--- config.mk ---
export PLATFORM = sky130hd
export DESIGN_NAME = uart_tx_fifo
export DESIGN_NICKNAME = d
export VERILOG_FILES = /design/src/rtl/uart_tx_fifo.sv
export SDC_FILE = /design/constraint.sdc
export NUM_CORES = 1
export LEC_CHECK = 0
export BUFFER_PORTS_ARGS = -buffer_cell sky130_fd_sc_hd__buf_4
export CELL_PAD_IN_SITES_DETAIL_PLACEMENT = 1
export CELL_PAD_IN_SITES_GLOBAL_PLACEMENT = 1
export CORE_ASPECT_RATIO = 1.75
export CORE_MARGIN = 5
export CORE_UTILIZATION = 49
export CTS_CLUSTER_SIZE = 12
export DETAILED_ROUTE_END_ITERATION = 10
export PLACE_DENSITY_LB_ADDON = 0.05
export SLEW_MARGIN = 30
export SYNTH_ARGS = -nofsm -noshare
export SYNTH_HDL_FRONTEND = slang
export SYNTH_SLANG_ARGS = --single-unit
--- constraint.sdc ---
create_clock -name clk -period 4 [get_ports clk]
set_input_delay 0.8 -clock clk [delete_from_list [all_inputs] [get_ports clk]]
set_output_delay 0.8 -clock clk [all_outputs]
set_load 0.1 [all_outputs]
--- src/rtl/uart_tx_fifo.sv ---
// rtl/uart_tx_fifo.sv - UART transmitter fed by a small word FIFO
// Sout is registered from the current state, so the line trails the FSM by one cycle.
module uart_tx_fifo #(
  parameter int CLK_DIV    = 5208,
  parameter int DATA_BITS  = 8,
  parameter int PARITY     = 0,
  parameter int STOP_BITS  = 1,
  parameter int FIFO_DEPTH = 4
) (
  input  logic                        clk,
  input  logic                        Reset,
  input  logic [DATA_BITS-1:0]        Din,
  input  logic                        Send,
  output logic                        Ready,
  output logic [$clog2(FIFO_DEPTH):0] Count,
  output logic                        Sout,
  output logic                        Busy,
  output logic                        Done
);
  localparam int PtrW = $clog2(FIFO_DEPTH);
  localparam int DivW = $clog2(CLK_DIV);
  localparam int IdxW = $clog2(DATA_BITS + 1);
  localparam logic [DivW-1:0] DivLast   = DivW'(CLK_DIV - 1);
  localparam logic [PtrW:0]   FullCount = (PtrW+1)'(FIFO_DEPTH);
  localparam logic [IdxW-1:0] DataLast  = IdxW'(DATA_BITS - 1);
  localparam logic [IdxW-1:0] StopLast  = IdxW'(STOP_BITS - 1);

  typedef enum logic [2:0] {IDLE, START, DATA, PAR, STOP} stateT;

  stateT                state;
  logic [DATA_BITS-1:0] fifoMem [FIFO_DEPTH];
  logic [PtrW-1:0]      wrPtr;
  logic [PtrW-1:0]      rdPtr;
  logic [DATA_BITS-1:0] headWord;
  logic [DATA_BITS-1:0] shiftReg;
  logic [DivW-1:0]      divCnt;
  logic [IdxW-1:0]      bitIdx;
  logic                 parBit;
  logic                 bitTick;
  logic                 push;
  logic                 pop;

  assign Ready    = (Count != FullCount);
  assign push     = Send && Ready && !Reset;
  assign headWord = fifoMem[rdPtr];
  assign bitTick  = (divCnt == DivLast);
  assign Busy     = (state != IDLE) || (Count != '0);

  // Pops happen only when the shifter is loaded: from IDLE, or at the end of the last stop bit.
  always_comb begin
    pop = 1'b0;
    if (Count != '0) begin
      if (state == IDLE) begin
        pop = 1'b1;
      end else if (state == STOP && bitTick && bitIdx == StopLast) begin
        pop = 1'b1;
      end
    end
  end

  always_ff @(posedge clk) begin
    if (push) begin
      fifoMem[wrPtr] <= Din;
    end
  end

  always_ff @(posedge clk) begin
    if (Reset) begin
      wrPtr <= '0;
      rdPtr <= '0;
      Count <= '0;
    end else begin
      if (push) begin
        wrPtr <= wrPtr + 1'b1;
      end
      if (pop) begin
        rdPtr <= rdPtr + 1'b1;
      end
      case ({push, pop})
        2'b10:   Count <= Count + 1'b1;
        2'b01:   Count <= Count - 1'b1;
        default: ;
      endcase
    end
  end

  always_ff @(posedge clk) begin
    if (Reset) begin
      state    <= IDLE;
      shiftReg <= '0;
      parBit   <= 1'b0;
      bitIdx   <= '0;
      divCnt   <= '0;
      Sout     <= 1'b1;
      Done     <= 1'b0;
    end else begin
      Done <= 1'b0;
      // Every non-idle state exits on bitTick, so wrapping here also clears the timer on entry.
      divCnt <= (state == IDLE || bitTick) ? '0 : divCnt + 1'b1;
      if (pop) begin
        shiftReg <= headWord;
        parBit   <= (PARITY == 2) ? ~^headWord : ^headWord;
      end
      case (state)
        IDLE: begin
          Sout <= 1'b1;
          if (pop) begin
            state <= START;
          end
        end
        START: begin
          Sout <= 1'b0;
          if (bitTick) begin
            bitIdx <= '0;
            state  <= DATA;
          end
        end
        DATA: begin
          Sout <= shiftReg[0];
          if (bitTick) begin
            shiftReg <= shiftReg >> 1;
            if (bitIdx == DataLast) begin
              bitIdx <= '0;
              state  <= (PARITY != 0) ? PAR : STOP;
            end else begin
              bitIdx <= bitIdx + 1'b1;
            end
          end
        end
        PAR: begin
          Sout <= parBit;
          if (bitTick) begin
            bitIdx <= '0;
            state  <= STOP;
          end
        end
        STOP: begin
          Sout <= 1'b1;
          if (bitTick) begin
            if (bitIdx == StopLast) begin
              Done   <= 1'b1;
              bitIdx <= '0;
              state  <= pop ? START : IDLE;
            end else begin
              bitIdx <= bitIdx + 1'b1;
            end
          end
        end
        default: begin
          Sout  <= 1'b1;
          state <= IDLE;
        end
      endcase
    end
  end
endmodule

==> results.py <==
metrics = {
    "cells_and_area": {
        "layout_commonest_cell": "dfxtp_1",
        "drive_gt1_share_pct": 17.65,
        "diodes": 0,
        "layout_common_cells": "dfxtp_1 (40), nor2_1 (36), edfxtp_1 (32)",
        "fin_nets": 304,
        "layout-area-overhead-vs-synth_pct": 12.57,
    },
    "floorplanning": {
        "chipHeight_um": 115.8,
        "start_util_pct": 50.34,
        "core_um2": 6228,
        "die_w_um": 70.47,
        "ios": 18,
        "rows": 38,
        "fp.dieArea_um2": 8162,
    },
    "logic_synthesis": {
        "synth_ff_type": "dfxtp_1",
        "synth_area_um2": 3136,
        "syn_nets": 287,
        "avgSynthCellArea_um2": 11.74,
        "yosysUniqueCellTypes": 43,
        "synth_edf_count": 32,
        "ys_seq_area_share_pct": 56.19,
        "async_flop_share_pct": 0,
        "yosys_warnings": 0,
        "ys_seq_elements": 72,
        "synthCells": 267,
    },
    "timing": {
        "worstMarginPinSlew_ns": 0.5732,
        "finalSetupViolations": 0,
        "slew_viol_final": 0,
        "finClkSkew_ns": 0.01096,
        "setup_ws_ns": 1.094,
        "post-route-min-period_ns": 2.906,
        "fin_setup_tns_ns": 0,
        "rsz0062_at_grt": "false",
        "final-hold-violation-count": 0,
        "fmax_mhz": 344.1,
        "max_slew_margin_pct": 61.73,
        "fin_crit_sh_pct": 72.65,
    },
    "placement": {
        "gp_congestion": 0.7812,
        "pre_cts_slack_ns": 1.082,
        "portBuffers": 17,
        "dp.final_hpwl_mm": 4.385,
    },
    "drt": {
        "vias_per_cell": 5.458,
        "drt_iter0_drc": 54,
        "drc": 0,
        "wl_met3_um": 163,
        "postRouteAntennaNets": 0,
        "routed-wl-met2_mm": 3.354,
        "wl_per_cell_um": 16.18,
        "num_vias": 2014,
        "dr.max_layer_used": "met4",
        "m1WireLength_mm": 2.285,
        "drtPass1Iterations": 4,
        "wl_mm": 5.971,
    },
    "hold_path": {
        "hold_start": "divCnt[0]$_SDFF_PP0_",
        "hold_class": "register to register",
        "hold_depth": 1,
        "worstHoldEndpoint": "divCnt[0]$_SDFF_PP0_",
    },
    "pwr": {
        "pwr-share-clk_pct": 27.7,
        "seqPwrFrac_pct": 43.2,
        "power.leakage_nw": 1.255,
        "combinationalPowerShare_pct": 29.1,
        "peakVddDrop_mv": 0.3679,
        "p_int_mw": 1.444,
        "power.share.switching_pct": 33.09,
        "p_switching_mw": 0.7143,
        "power.density_nw_per_um2": 611.5,
    },
    "job": {
        "drv_cap": 0,
    },
    "worst_setup_path": {
        "path_cells": "inv_1 -> ha_1 -> nor3b_1 -> a41oi_1 -> nor2_1 -> buf_4 -> ha_1 -> inv_1 -> fa_1 -> xor2_1 -> or3_1 -> a21oi_1",
        "reg2reg_to": "Count[2]$_SDFFE_PP0P_",
        "rrSetupSlack_ns": 1.09,
        "critPathCaptureType": "register",
        "r2r-start": "bitIdx[0]$_SDFFE_PP0P_",
        "cp_slowest_stage_delay_ns": 0.40,
        "critPathBufInv": 3,
        "cp-start-kind": "register",
        "cp_slowest_cell": "nor3b_1",
        "cp_max_fo": 13,
        "critPathKind": "register to register",
        "r2r_cells": 12,
        "crit_arrival_ns": 3.19,
        "worst-path-stages": 12,
        "cpLargestDelayFamily": "simple AND/OR/NAND/NOR gates",
        "worstPathRequired_ns": 4.29,
    },
    "cts": {
        "cts_made_buffers": 9,
        "cts_buffer_depth": 2,
        "clock-sinks": 72,
        "ctsHoldBuffers": 0,
        "cts_tree": "yes",
        "insertion_delay_ns": 0.36,
        "path_clk_slew_ns": 0.07,
        "post_cts_buffers": 0,
        "cts_resized": 0,
        "clock-root-buffer": "clkbuf_8",
        "h-tree-depth": 3,
    },
    "global_routing": {
        "antenna_found_initial": 0,
        "grt_pass1_vias": 2147,
        "grt_first_pass_wirelength_mm": 10.27,
        "grt.total_usage_pct": 16.92,
        "gr-total-overflow": 0,
        "grt_max_degree": 28,
    },
    "run_status": {
        "status": "completed",
    },
}
[worst register-to-register path: cells and delay by family (launching register included)]
family	cells	cell delay, ns
and+or+nand+nor	3	0.86
xor gates and xnor gates	1	0.16
buffers and inverters	3	0.37
DFF	1	0.35
adders and majority gates	3	0.74
AOI/OAI and AO/OA	2	0.37
[registers in the layout (all words and copies together) (netlist names), named ones only]
name      flops
divCnt       13
shiftReg      8
Count         3
Sout          1
state         3
wrPtr         2
parBit        1
rdPtr         2
bitIdx        4
fifoMem      32
Done          1
[worst max-delay path by stage]
stage,start,endpoint,slack (ns)
final,bitIdx[0]$_SDFFE_PP0P_,Count[2]$_SDFFE_PP0P_,1.09
after CTS,bitIdx[0]$_SDFFE_PP0P_,Count[2]$_SDFFE_PP0P_,1.06
after global placement,bitIdx[0]$_SDFFE_PP0P_,Count[2]$_SDFFE_PP0P_,1.19
after floorplan,Count[2]$_SDFFE_PP0P_,Count[2]$_SDFFE_PP0P_,0.23
after global routing,bitIdx[0]$_SDFFE_PP0P_,Count[2]$_SDFFE_PP0P_,0.89
after detailed placement,bitIdx[0]$_SDFFE_PP0P_,Count[2]$_SDFFE_PP0P_,1.08
[final cells by class]
type                            count  area, um2
Sequential cell                    72       1762
Tap cell                           80      100.1
Inverter                           11      41.29
Timing Repair Buffer               18      135.1
Clock buffer                       12      157.7
Clock inverter                      4      50.05
Fill cell                         651       2699
Multi-Input combinational cell    172       1284
[power groups by stage]
| stage | logic (mW) | registers [mW] | clock network [mW] |
|---|---|---|---|
| floorplan | 0.460 | 0.982 | 0 |
| global placement | 0.620 | 0.947 | 0 |
| detailed placement | 0.638 | 0.951 | 0 |
| CTS | 0.641 | 0.935 | 0.616 |
| global route | 0.693 | 0.947 | 0.662 |
| finish | 0.628 | 0.932 | 0.598 |
[through the flow]
stage	hold slack, ns	instances	utilization (%)	cell area, um2	power (mW)
CTS	0.4982	369	56.67	3530	2.193
floorplan	0.4379	267	-	3136	1.442
global placement	0.4542	353	53.33	3322	1.566
detailed placement	0.4791	353	53.33	3322	1.589
global route	0.5219	369	56.67	3530	2.302
finish	0.4956	369	56.67	3530	2.159
[routing by layer]
| metal | vias to the layer above | track usage [%] |
|---|---|---|
| li1 | 986 | - |
| met1 | 994 | 16.40 |
| met2 | 21 | 31.48 |
| met3 | 13 | 5.122 |
| met4 | 0 | 9.207 |
| met5 | - | 0 |
[kinds of logic (layout without fill, tap and decap cells)]
family                   after synthesis  in the layout  synth area share (%)
XOR/XNOR                              23             23                 6.424
flip-flops                            72             72                 56.19
adder cells (fa/ha/maj)                9              9                 3.831
buffers and inverters                 23             45                 2.873
multiplexers                          16             16                 8.300
AND/OR/NAND/NOR                       95             95                 16.60
AO/OA/AOI/OAI                         29             29                 5.786
[Yosys cell counts, types with 2 or more instances]
library cell	number	area share [%]
dfxtp_1	40	26
nor2_1	36	4.3
edfxtp_1	32	31
xnor2_1	13	3.6
nand2_1	12	1.4
inv_1	11	1.3
xor2_1	10	2.8
a21oi_1	9	1.4
a211oi_1	8	1.9
ha_1	8	3.2
mux2i_1	8	2.6
mux4_2	8	5.7
nand3_1	8	1.3
clkbuf_1	7	0.84
and2_1	5	1.0
and3_1	5	1.0
o21ai_0	5	0.80
a31oi_1	3	0.60
nor3_1	3	0.48
nor3b_1	3	0.72
or3_2	3	0.72
and3_2	2	0.48
and4_1	2	0.56
buf_1	2	0.24
buf_2	2	0.32
nand2b_1	2	0.40
nand4_1	2	0.40
or3_1	2	0.40
or3b_2	2	0.56
Note: power is estimated with default switching activity, not from simulation.
